`src/rtl/data_mem_ctrl.sv`:
```
// Pipelined RISC-V data memory with byte/half/word access, lane-masked stores and error flagging.
// Latency: response enters the FIFO READ_LATENCY edges after accept; rsp_valid follows one cycle later when the FIFO is empty.
// Backpressure: req_ready drops when in-flight plus queued responses reach FIFO_DEPTH, so no response is ever dropped.

module data_mem_fifo #(
    parameter int WIDTH = 33,
    parameter int DEPTH = 2
) (
    input  logic             clock,
    input  logic             reset,
    input  logic             push_vld_i,
    input  logic [WIDTH-1:0] push_dat_i,
    input  logic             pop_rdy_i,
    output logic             pop_vld_o,
    output logic [WIDTH-1:0] pop_dat_o
);
    localparam int PTR_W = (DEPTH > 1) ? $clog2(DEPTH) : 1;
    localparam int CNT_W = $clog2(DEPTH + 1);

    logic [WIDTH-1:0] mem_q [DEPTH];
    logic [PTR_W-1:0] wr_ptr_q;
    logic [PTR_W-1:0] rd_ptr_q;
    logic [CNT_W-1:0] cnt_q;
    logic             pop;

    assign pop       = pop_rdy_i && pop_vld_o;
    assign pop_vld_o = (cnt_q != '0);
    assign pop_dat_o = mem_q[rd_ptr_q];

    // Entry storage; contents are don't-care until the count covers them, so no reset.
    always_ff @(posedge clock) begin
        if (push_vld_i) begin
            mem_q[wr_ptr_q] <= push_dat_i;
        end
    end

    // Pointers wrap explicitly so non-power-of-two depths work.
    always_ff @(posedge clock or negedge reset) begin
        if (!reset) begin
            wr_ptr_q <= '0;
            rd_ptr_q <= '0;
            cnt_q    <= '0;
        end else begin
            if (push_vld_i) begin
                wr_ptr_q <= (wr_ptr_q == PTR_W'(DEPTH - 1)) ? '0 : wr_ptr_q + 1'b1;
            end
            if (pop) begin
                rd_ptr_q <= (rd_ptr_q == PTR_W'(DEPTH - 1)) ? '0 : rd_ptr_q + 1'b1;
            end
            case ({push_vld_i, pop})
                2'b10:   cnt_q <= cnt_q + 1'b1;
                2'b01:   cnt_q <= cnt_q - 1'b1;
                default: cnt_q <= cnt_q;
            endcase
        end
    end

    // Upstream credit accounting must make a push into a full queue impossible.
    always_ff @(posedge clock) begin
        if (reset && push_vld_i) begin
            assert (cnt_q != CNT_W'(DEPTH));
        end
    end
endmodule

module data_mem_ctrl #(
    parameter int DATA_WIDTH   = 32,
    parameter int DEPTH        = 64,
    parameter int ADDR_WIDTH   = 8,
    parameter int READ_LATENCY = 1
) (
    input  logic                  clock,
    input  logic                  reset,
    input  logic                  req_valid,
    output logic                  req_ready,
    input  logic                  req_we,
    input  logic [ADDR_WIDTH-1:0] req_addr,
    input  logic [1:0]            req_size,
    input  logic                  req_unsigned,
    input  logic [DATA_WIDTH-1:0] req_wdata,
    output logic                  rsp_valid,
    input  logic                  rsp_ready,
    output logic [DATA_WIDTH-1:0] rsp_data,
    output logic                  rsp_err
);
    localparam int FIFO_DEPTH = READ_LATENCY + 1;
    localparam int IDX_W      = $clog2(DEPTH);
    localparam int OUT_W      = $clog2(FIFO_DEPTH + 1);

    logic [ADDR_WIDTH-3:0] word_idx;
    logic [IDX_W-1:0]      mem_idx;
    logic [1:0]            off;
    logic                  req_err;
    logic                  acc;
    logic                  pop;
    logic [3:0]            be;
    logic [DATA_WIDTH-1:0] wlane;
    logic [DATA_WIDTH-1:0] rd_word;
    logic [DATA_WIDTH-1:0] mem_q [DEPTH];
    logic                  alive_q;
    logic [OUT_W-1:0]      out_q, out_d;

    // Final-stage view of the response being pushed.
    logic                  f_vld, f_err, f_we, f_uns;
    logic [1:0]            f_size, f_off;
    logic [DATA_WIDTH-1:0] f_word;
    logic [7:0]            f_byte;
    logic [15:0]           f_half;
    logic [DATA_WIDTH-1:0] ld_data;
    logic                  fifo_vld;
    logic [DATA_WIDTH:0]   fifo_dat;

    assign word_idx = req_addr[ADDR_WIDTH-1:2];
    assign mem_idx  = word_idx[IDX_W-1:0];
    assign off      = req_addr[1:0];
    assign req_err  = (req_size == 2'b11)
                    || ((req_size == 2'b01) && off[0])
                    || ((req_size == 2'b10) && (off != 2'b00))
                    || (32'(word_idx) >= 32'(DEPTH));
    assign req_ready = alive_q && (out_q < OUT_W'(FIFO_DEPTH));
    assign acc       = req_valid && req_ready;
    assign pop       = rsp_valid && rsp_ready;
    assign rd_word   = mem_q[mem_idx];

    // Lane enables and lane-replicated store data for the addressed bytes.
    always_comb begin
        be    = 4'b0000;
        wlane = req_wdata;
        case (req_size)
            2'b00: begin
                be[off] = 1'b1;
                wlane   = {4{req_wdata[7:0]}};
            end
            2'b01: begin
                be    = off[1] ? 4'b1100 : 4'b0011;
                wlane = {2{req_wdata[15:0]}};
            end
            2'b10:   be = 4'b1111;
            default: be = 4'b0000;
        endcase
    end

    // Array write on the accept edge; erroring stores never touch the array.
    always_ff @(posedge clock) begin
        if (acc && req_we && !req_err) begin
            for (int b = 0; b < 4; b++) begin
                if (be[b]) begin
                    mem_q[mem_idx][b*8 +: 8] <= wlane[b*8 +: 8];
                end
            end
        end
    end

    if (READ_LATENCY == 2) begin : g_lat2
        logic                  s_vld_q, s_err_q, s_we_q, s_uns_q;
        logic [1:0]            s_size_q, s_off_q;
        logic [DATA_WIDTH-1:0] s_word_q;

        // Control side of the extra read stage; cleared so in-flight work is discarded on reset.
        always_ff @(posedge clock or negedge reset) begin
            if (!reset) begin
                s_vld_q  <= 1'b0;
                s_err_q  <= 1'b0;
                s_we_q   <= 1'b0;
                s_uns_q  <= 1'b0;
                s_size_q <= 2'b00;
                s_off_q  <= 2'b00;
            end else begin
                s_vld_q  <= acc;
                s_err_q  <= req_err;
                s_we_q   <= req_we;
                s_uns_q  <= req_unsigned;
                s_size_q <= req_size;
                s_off_q  <= off;
            end
        end

        // Raw word captured on the accept edge.
        always_ff @(posedge clock) begin
            if (acc) begin
                s_word_q <= rd_word;
            end
        end

        assign f_vld  = s_vld_q;
        assign f_err  = s_err_q;
        assign f_we   = s_we_q;
        assign f_uns  = s_uns_q;
        assign f_size = s_size_q;
        assign f_off  = s_off_q;
        assign f_word = s_word_q;
    end else begin : g_lat1
        assign f_vld  = acc;
        assign f_err  = req_err;
        assign f_we   = req_we;
        assign f_uns  = req_unsigned;
        assign f_size = req_size;
        assign f_off  = off;
        assign f_word = rd_word;
    end

    // Lane select and sign/zero extension in the final stage.
    always_comb begin
        f_half  = f_off[1] ? f_word[31:16] : f_word[15:0];
        f_byte  = f_word[7:0];
        ld_data = '0;
        case (f_off)
            2'b01:   f_byte = f_word[15:8];
            2'b10:   f_byte = f_word[23:16];
            2'b11:   f_byte = f_word[31:24];
            default: f_byte = f_word[7:0];
        endcase
        case (f_size)
            2'b00:   ld_data = f_uns ? {24'h0, f_byte} : {{24{f_byte[7]}}, f_byte};
            2'b01:   ld_data = f_uns ? {16'h0, f_half} : {{16{f_half[15]}}, f_half};
            2'b10:   ld_data = f_word;
            default: ld_data = '0;
        endcase
        if (f_err || f_we) begin
            ld_data = '0;
        end
    end

    data_mem_fifo #(
        .WIDTH (DATA_WIDTH + 1),
        .DEPTH (FIFO_DEPTH)
    ) u_rsp_fifo (
        .clock      (clock),
        .reset      (reset),
        .push_vld_i (f_vld),
        .push_dat_i ({f_err, ld_data}),
        .pop_rdy_i  (rsp_ready),
        .pop_vld_o  (fifo_vld),
        .pop_dat_o  (fifo_dat)
    );

    assign rsp_valid = fifo_vld;
    assign rsp_data  = fifo_vld ? fifo_dat[DATA_WIDTH-1:0] : '0;
    assign rsp_err   = fifo_vld && fifo_dat[DATA_WIDTH];

    // Next outstanding count: accept adds a credit, pop returns one.
    always_comb begin
        out_d = out_q;
        case ({acc, pop})
            2'b10:   out_d = out_q + 1'b1;
            2'b01:   out_d = out_q - 1'b1;
            default: out_d = out_q;
        endcase
    end

    // Credit counter and the one-cycle post-reset hold-off on req_ready.
    always_ff @(posedge clock or negedge reset) begin
        if (!reset) begin
            out_q   <= '0;
            alive_q <= 1'b0;
        end else begin
            out_q   <= out_d;
            alive_q <= 1'b1;
        end
    end
endmodule

```
`config.mk`:
```
export PLATFORM = sky130hd
export DESIGN_NAME = data_mem_ctrl
export DESIGN_NICKNAME = d
export VERILOG_FILES = /design/src/rtl/data_mem_ctrl.sv
export SDC_FILE = /design/constraint.sdc
export NUM_CORES = 2
export LEC_CHECK = 0
export BUFFER_PORTS_ARGS = -buffer_cell sky130_fd_sc_hd__buf_4
export CELL_PAD_IN_SITES_DETAIL_PLACEMENT = 1
export CELL_PAD_IN_SITES_GLOBAL_PLACEMENT = 2
export CORE_MARGIN = 5
export CORE_UTILIZATION = 40
export CTS_BUF_LIST = sky130_fd_sc_hd__clkbuf_8
export CTS_CLUSTER_SIZE = 14
export DETAILED_ROUTE_END_ITERATION = 8
export PLACE_DENSITY_LB_ADDON = 0.1
export SLEW_MARGIN = 20
export SYNTH_ARGS = -nofsm -noshare
export SYNTH_HDL_FRONTEND = slang
export SYNTH_SLANG_ARGS = --single-unit
```
`constraint.sdc`:
```
create_clock -name clock -period 5.2 [get_ports clock]
set_input_delay 0.78 -clock clock [delete_from_list [all_inputs] [get_ports clock]]
set_output_delay 0.78 -clock clock [all_outputs]
set_load 0.01 [all_outputs]
```
; Yosys cells after proc, flatten, opt, wreduce, memory -nomap -nowiden
; Memory sizes are Yosys's and may differ from the RTL's.
; Cells that the tools add are included.
[totals]
memories = 2
register_bits = 7
ram_bits = 2114
out_inout_bits = 35
wordCells = 71
input_bits = 48
[classes]
eq_ne = 8
order_cmp = 3
reduce_logical = 17
muxes = 30
n_addsub = 6
[mem_list]
columns = memory, depth, word_bits, read_ports, rd_ports_with_merged_regs, wr, line_no
row1 = mem_q, 64, 32, 1, 0, 1, 99  ; logic [DATA_WIDTH-1:0] mem_q [DEPTH];
row2 = u_rsp_fifo.mem_q, 2, 33, 1, 0, 1, 20  ; logic [WIDTH-1:0] mem_q [DEPTH];
[ops]
columns = operator, count
row1 = two-way mux 32 bit, 4
row2 = one-hot mux 32 bit (3 select lines), 1
row3 = one-hot mux 32 bit (2 select lines), 1
row4 = one-hot mux 8 bit (3 select lines), 1
row5 = two-way mux 1 bit, 17
row6 = two-way mux 16 bit, 1
row7 = one-hot mux 4 bit (3 select lines), 1
row8 = "== test 2 bit, second input constant", 5
row9 = logical AND 1 bit, 9
row10 = one-hot mux 2 bit (2 select lines), 2
row11 = "== test 2 x 1 -> 1 bit, second input constant", 3
row12 = nonzero test 2 bit, 3
row13 = "adder 2 x 1 -> 2 bit, second input constant", 2
row14 = two-way mux 4 bit, 1
row15 = "subtractor 2 x 1 -> 2 bit, second input constant", 2
row16 = logical OR 1 bit, 3
row17 = "< comparator 2 x 3 -> 1 bit, second input constant", 1
row18 = "adder 1 bit, second input constant", 2
row19 = demux 1 bit (select 2 bit), 1
row20 = "greater-or-equal comparator 2 x 1 -> 1 bit, second input constant", 1
row21 = logical NOT 2 bit, 1
row22 = "< comparator 2 bit, second input constant", 1
row23 = logical NOT 1 bit, 1

; Depth between registers and ports, before layout
[logic_depth]
ltp_word = 8
depth_mapped = 14
mapped_depth_nobuf = 8

; Cells and area by module
; A second synthesis with hierarchy kept.
[unflattened]
cells_unflattened = 4733
hier_area_um2 = 82490.4
[modules_own_cells]
columns = mod, area_per_inst_um2, cells_per_inst, n_inst
row1 = data_mem_ctrl, 79791.5, 4614, 1
row2 = data_mem_fifo, 2698.8, 119, 1

; Worst setup path after synthesis
; OpenSTA, ideal clock, no wires.
[synth_path]
kind = input to register
startpoint = input port req_size[0]
endpoint = memory mem_q[0][24], data pin
t_arrival_ns = 4.112
setup_ns = 0.702
slack_ns = 0.387
n_path_buf = 2
stages = 4
required_ns = 4.498
cell_sequence = clkbuf_1 buf_1 mux2i_1 o21ai_0
[synth_between]
elab_chain_len = 2
elab_cells_between_ends = 3
classes_between = 1 x eq/ne / 1 x mux / 1 x reduce/logical
[synth_lines]
columns = item, line_no
row1 = from (decl), 78  ; input logic [1:0] req_size,
row2 = == test 2 x 1 -> 1 bit or logical NOT 2 bit (tied branches), 129  ; case (req_size)
row3 = one-hot mux 32 bit (2 select lines) *, 129
row4 = via wlane[24], 97  ; logic [DATA_WIDTH-1:0] wlane;
row5 = to (decl), 99
; Mark *: on every way through the listed nets, which the timed path passes. The rest lies on a longest branch.

; Worst setup path after layout
[layout_path]
startpoint = input port req_addr[3]
endpoint = memory u_rsp_fifo.mem_q[1][5], data pin
[layout_between]
elab_chain_len = 5
elab_cells_between_ends = 7
classes_between = 6 x mux / 1 x memory
[layout_lines]
columns = item, line_no
row1 = from (decl), 77  ; input logic [ADDR_WIDTH-1:0] req_addr,
row2 = memory read (64 x 32 bit) *, n/a
row3 = one-hot mux 8 bit (3 select lines) or two-way mux 16 bit (tied branches), "207, 204"
row4 = "two-way mux 32 bit, on equally long branches", "214, 215"
row5 = one-hot mux 32 bit (3 select lines) *, 213  ; case (f_size)
row6 = two-way mux 32 bit *, 219  ; if (f_err || f_we) begin
row7 = via ld_data[5], 109  ; logic [DATA_WIDTH-1:0] ld_data;
row8 = to (decl), 20
; Marks and branches as above.

==> impl_metrics.json <==
{
  "cts.repair.resized": 0,
  "grt_first_pass_wirelength_um": 448000,
  "power.density_nw_per_um2": 379,
  "dpl_cell_area_um2": 88500,
  "synth_most_common_cell": "edfxtp_1",
  "fin_cells": 8396,
  "cts_buffers": 376,
  "reg2reg_to": "u_rsp_fifo.mem_q[1][5]",
  "fin_crit_sh_pct": 75.5,
  "hp-start": "req_wdata[0]",
  "stdcell_area_um2": 95100,
  "cp-endpoint": "u_rsp_fifo.mem_q[1][5]",
  "area_growth_pct": 16.8,
  "critical_path_class": "in2reg",
  "cap_violations": 0,
  "clk_latency_ns": 1.12,
  "port_buffers": 82,
  "cts-root-buf": "clkbuf_8",
  "io_pins": 83,
  "grt_pass1_vias": 52100,
  "finalClockSkew_ns": 0.0685,
  "synth_fp_nets": 4797,
  "drive_gt1_share_pct": 21.7,
  "synth_top_area_cell": "edfxtp_1",
  "dr.pass1.iters": 8,
  "core-area_um2": 202000,
  "rows": 165,
  "start_kind": "primary input",
  "cts-hold-fix-buffers": 3,
  "p_total_w": 0.0360,
  "ys.flop_type": "edfxtp_1",
  "die_h_um": 461,
  "ys_seq_area_share_pct": 78.2,
  "ant_nets": 0,
  "placed_cells": 7704,
  "async_reset_ff_share_pct": 0.330,
  "hpwl_um": 215000,
  "fp.dieW_um": 461,
  "startpoint": "req_addr[3]",
  "synthTopCellsByArea": "edfxtp_1 78%, a22oi_1 3.5%, mux2i_1 2.6%",
  "p_leak_nw": 31.2,
  "vias": 52400,
  "nets": 5462,
  "setup_viol": 0,
  "avgRoutedWirePerCell_um": 39.5,
  "worstHoldPathType": "in2reg",
  "reg2reg_depth": 6,
  "end_kind": "flop",
  "start_util_pct": 40.3,
  "synth_area_per_cell_um2": 17.2,
  "ys_ff_latch": 2121,
  "grt_max_degree": 65,
  "irDropWorstVdd_mv": 0.237,
  "synth_cells": 4748,
  "place_congestion": 0.856,
  "viasPerCell": 6.24,
  "crit_fanout": 43,
  "synth_top_area_share_pct": 77.9,
  "drc_errors": 0,
  "synth_commonest_cells": "2,114 x edfxtp_1, 382 x a22oi_1, 379 x nor2_1",
  "gr-total-overflow": 0,
  "netlist_area_um2": 81500,
  "tightest_slew_ns": 1.18,
  "reg2reg_slack_ns": 1.44,
  "setup_tns_ns": 0,
  "tritoncts": "built",
  "status": "completed",
  "clock.fmax_ghz": 0.255,
  "final.min_clock_period_ns": 3.93,
  "rsz0062_at_grt": "no",
  "arrival_ns": 4.73,
  "clock-sinks": 2121,
  "post_cts_buffers": 0,
  "r2r_start": "mem_q[31][5]",
  "ys_types": 82,
  "worstPathRequired_ns": 6.00,
  "relSlewSlack_pct": 20.9,
  "cts_htree_levels": 5,
  "first_iter_violations": 6810,
  "drv_slew": 0,
  "antenna_found_initial": 34,
  "synth_edf_count": 2114,
  "dieArea_um2": 213000,
  "grtUsageTotal_pct": 30.8,
  "cts_buffer_depth": 4,
  "synth_warnings": 0,
  "finalHoldViolCount": 0,
  "hold_slack_ns": 0.190,
  "routed_wl_um": 332000,
  "path_clk_slew_ns": 0.06
}
## layout by cell type, fill, tap and decap left out, types with 8 or more instances in the layout
cell,synthesis,final
mux2i_1,209,209
o21ai_4,0,8
a222oi_1,20,20
a221oi_1,172,172
a221o_1,61,61
mux2_1,9,9
mux4_2,20,20
a22o_1,97,97
o2bb2ai_1,12,12
o21ai_0,91,83
inv_1,12,141
o21ai_1,8,8
nand2b_1,16,14
o32ai_1,8,8
buf_12,0,37
clkinv_2,0,34
a22oi_1,382,382
nand4_1,28,28
nand3_1,25,23
and2_1,16,14
a21oi_1,111,111
nor2b_1,14,9
edfxtp_1,2114,2114
mux2_2,100,98
nand2_1,182,182
nor2_2,1,12
diode_2,0,25
o221ai_1,16,16
nor4_1,14,14
a31oi_1,78,77
nor3_1,10,9
a41oi_1,16,16
o22ai_1,59,59
buf_4,26,580
clkinv_1,0,106
nor2_1,379,365
clkbuf_8,0,384
## worst max-delay path, cell delays in order
cell	delay, ns
buf_8	0.32
and3b_4	0.45
buf_12	0.24
buf_4	0.21
a22oi_1	0.17
a41oi_1	0.17
a21oi_1	0.21
o21ai_0	0.23
nor4_1	0.84
a21oi_1	0.49
o31a_1	0.42
## area by class of cell
type / instances / area (um^2)
fill: 19500 / 107000
sequential: 2121 / 63700
multi-input combinational: 2279 / 16300
clock buffer: 383 / 5270
timing repair buffer: 623 / 5170
tap: 2672 / 3340
clock inverter: 281 / 1230
antenna: 25 / 62.6
inverter: 12 / 48.8
## how the worst min path moves through the flow
stage	end	slack, ns	depth (start not counted)
2_1_floorplan	out_q[1]	0.44	1
3_3_place_gp	out_q[1]	0.46	1
3_5_place_dp	out_q[1]	0.46	1
4_1_cts	mem_q[42][0]	0.08	1
5_1_grt	mem_q[42][0]	0.09	1
6_report	mem_q[46][0]	0.19	1
## cells by family after synthesis
family	share of synthesized area [%]
compound gates	11.0
xor+xnor	0.0968
fa+ha+maj	0.0154
buf+inv	2.08
flops	78.2
mux	4.65
other cells	0.00460
simple gates	3.98
## per-layer routing
metal | wire, um | global-route usage (%)
met1 | 134000 | 42.2
met2 | 151000 | 47.0
met3 | 28800 | 6.35
met4 | 17600 | 14.9
met5 | 169 | 0
## sequential cells by signal, summed over array words and instances, names as in the netlist
register	cells
alive_q	1
mem_q	2048
out_q	2
u_rsp_fifo.cnt_q	2
u_rsp_fifo.mem_q	66
u_rsp_fifo.rd_ptr_q	1
u_rsp_fifo.wr_ptr_q	1
## stage by stage
stage	setup slack [ns]	utilization, %
finish	1.27	47.0
global route	1.23	47.0
CTS	1.21	47.0
detailed placement	0.310	43.8
global placement	0.305	43.7
floorplan	0.387	-
## power by group
part           internal [W]  total (W)  switching, W
registers            0.0190     0.0191     0.0000774
clock network       0.00700     0.0139       0.00693
logic              0.000891    0.00299       0.00210
(Power assumes the default switching activity.)
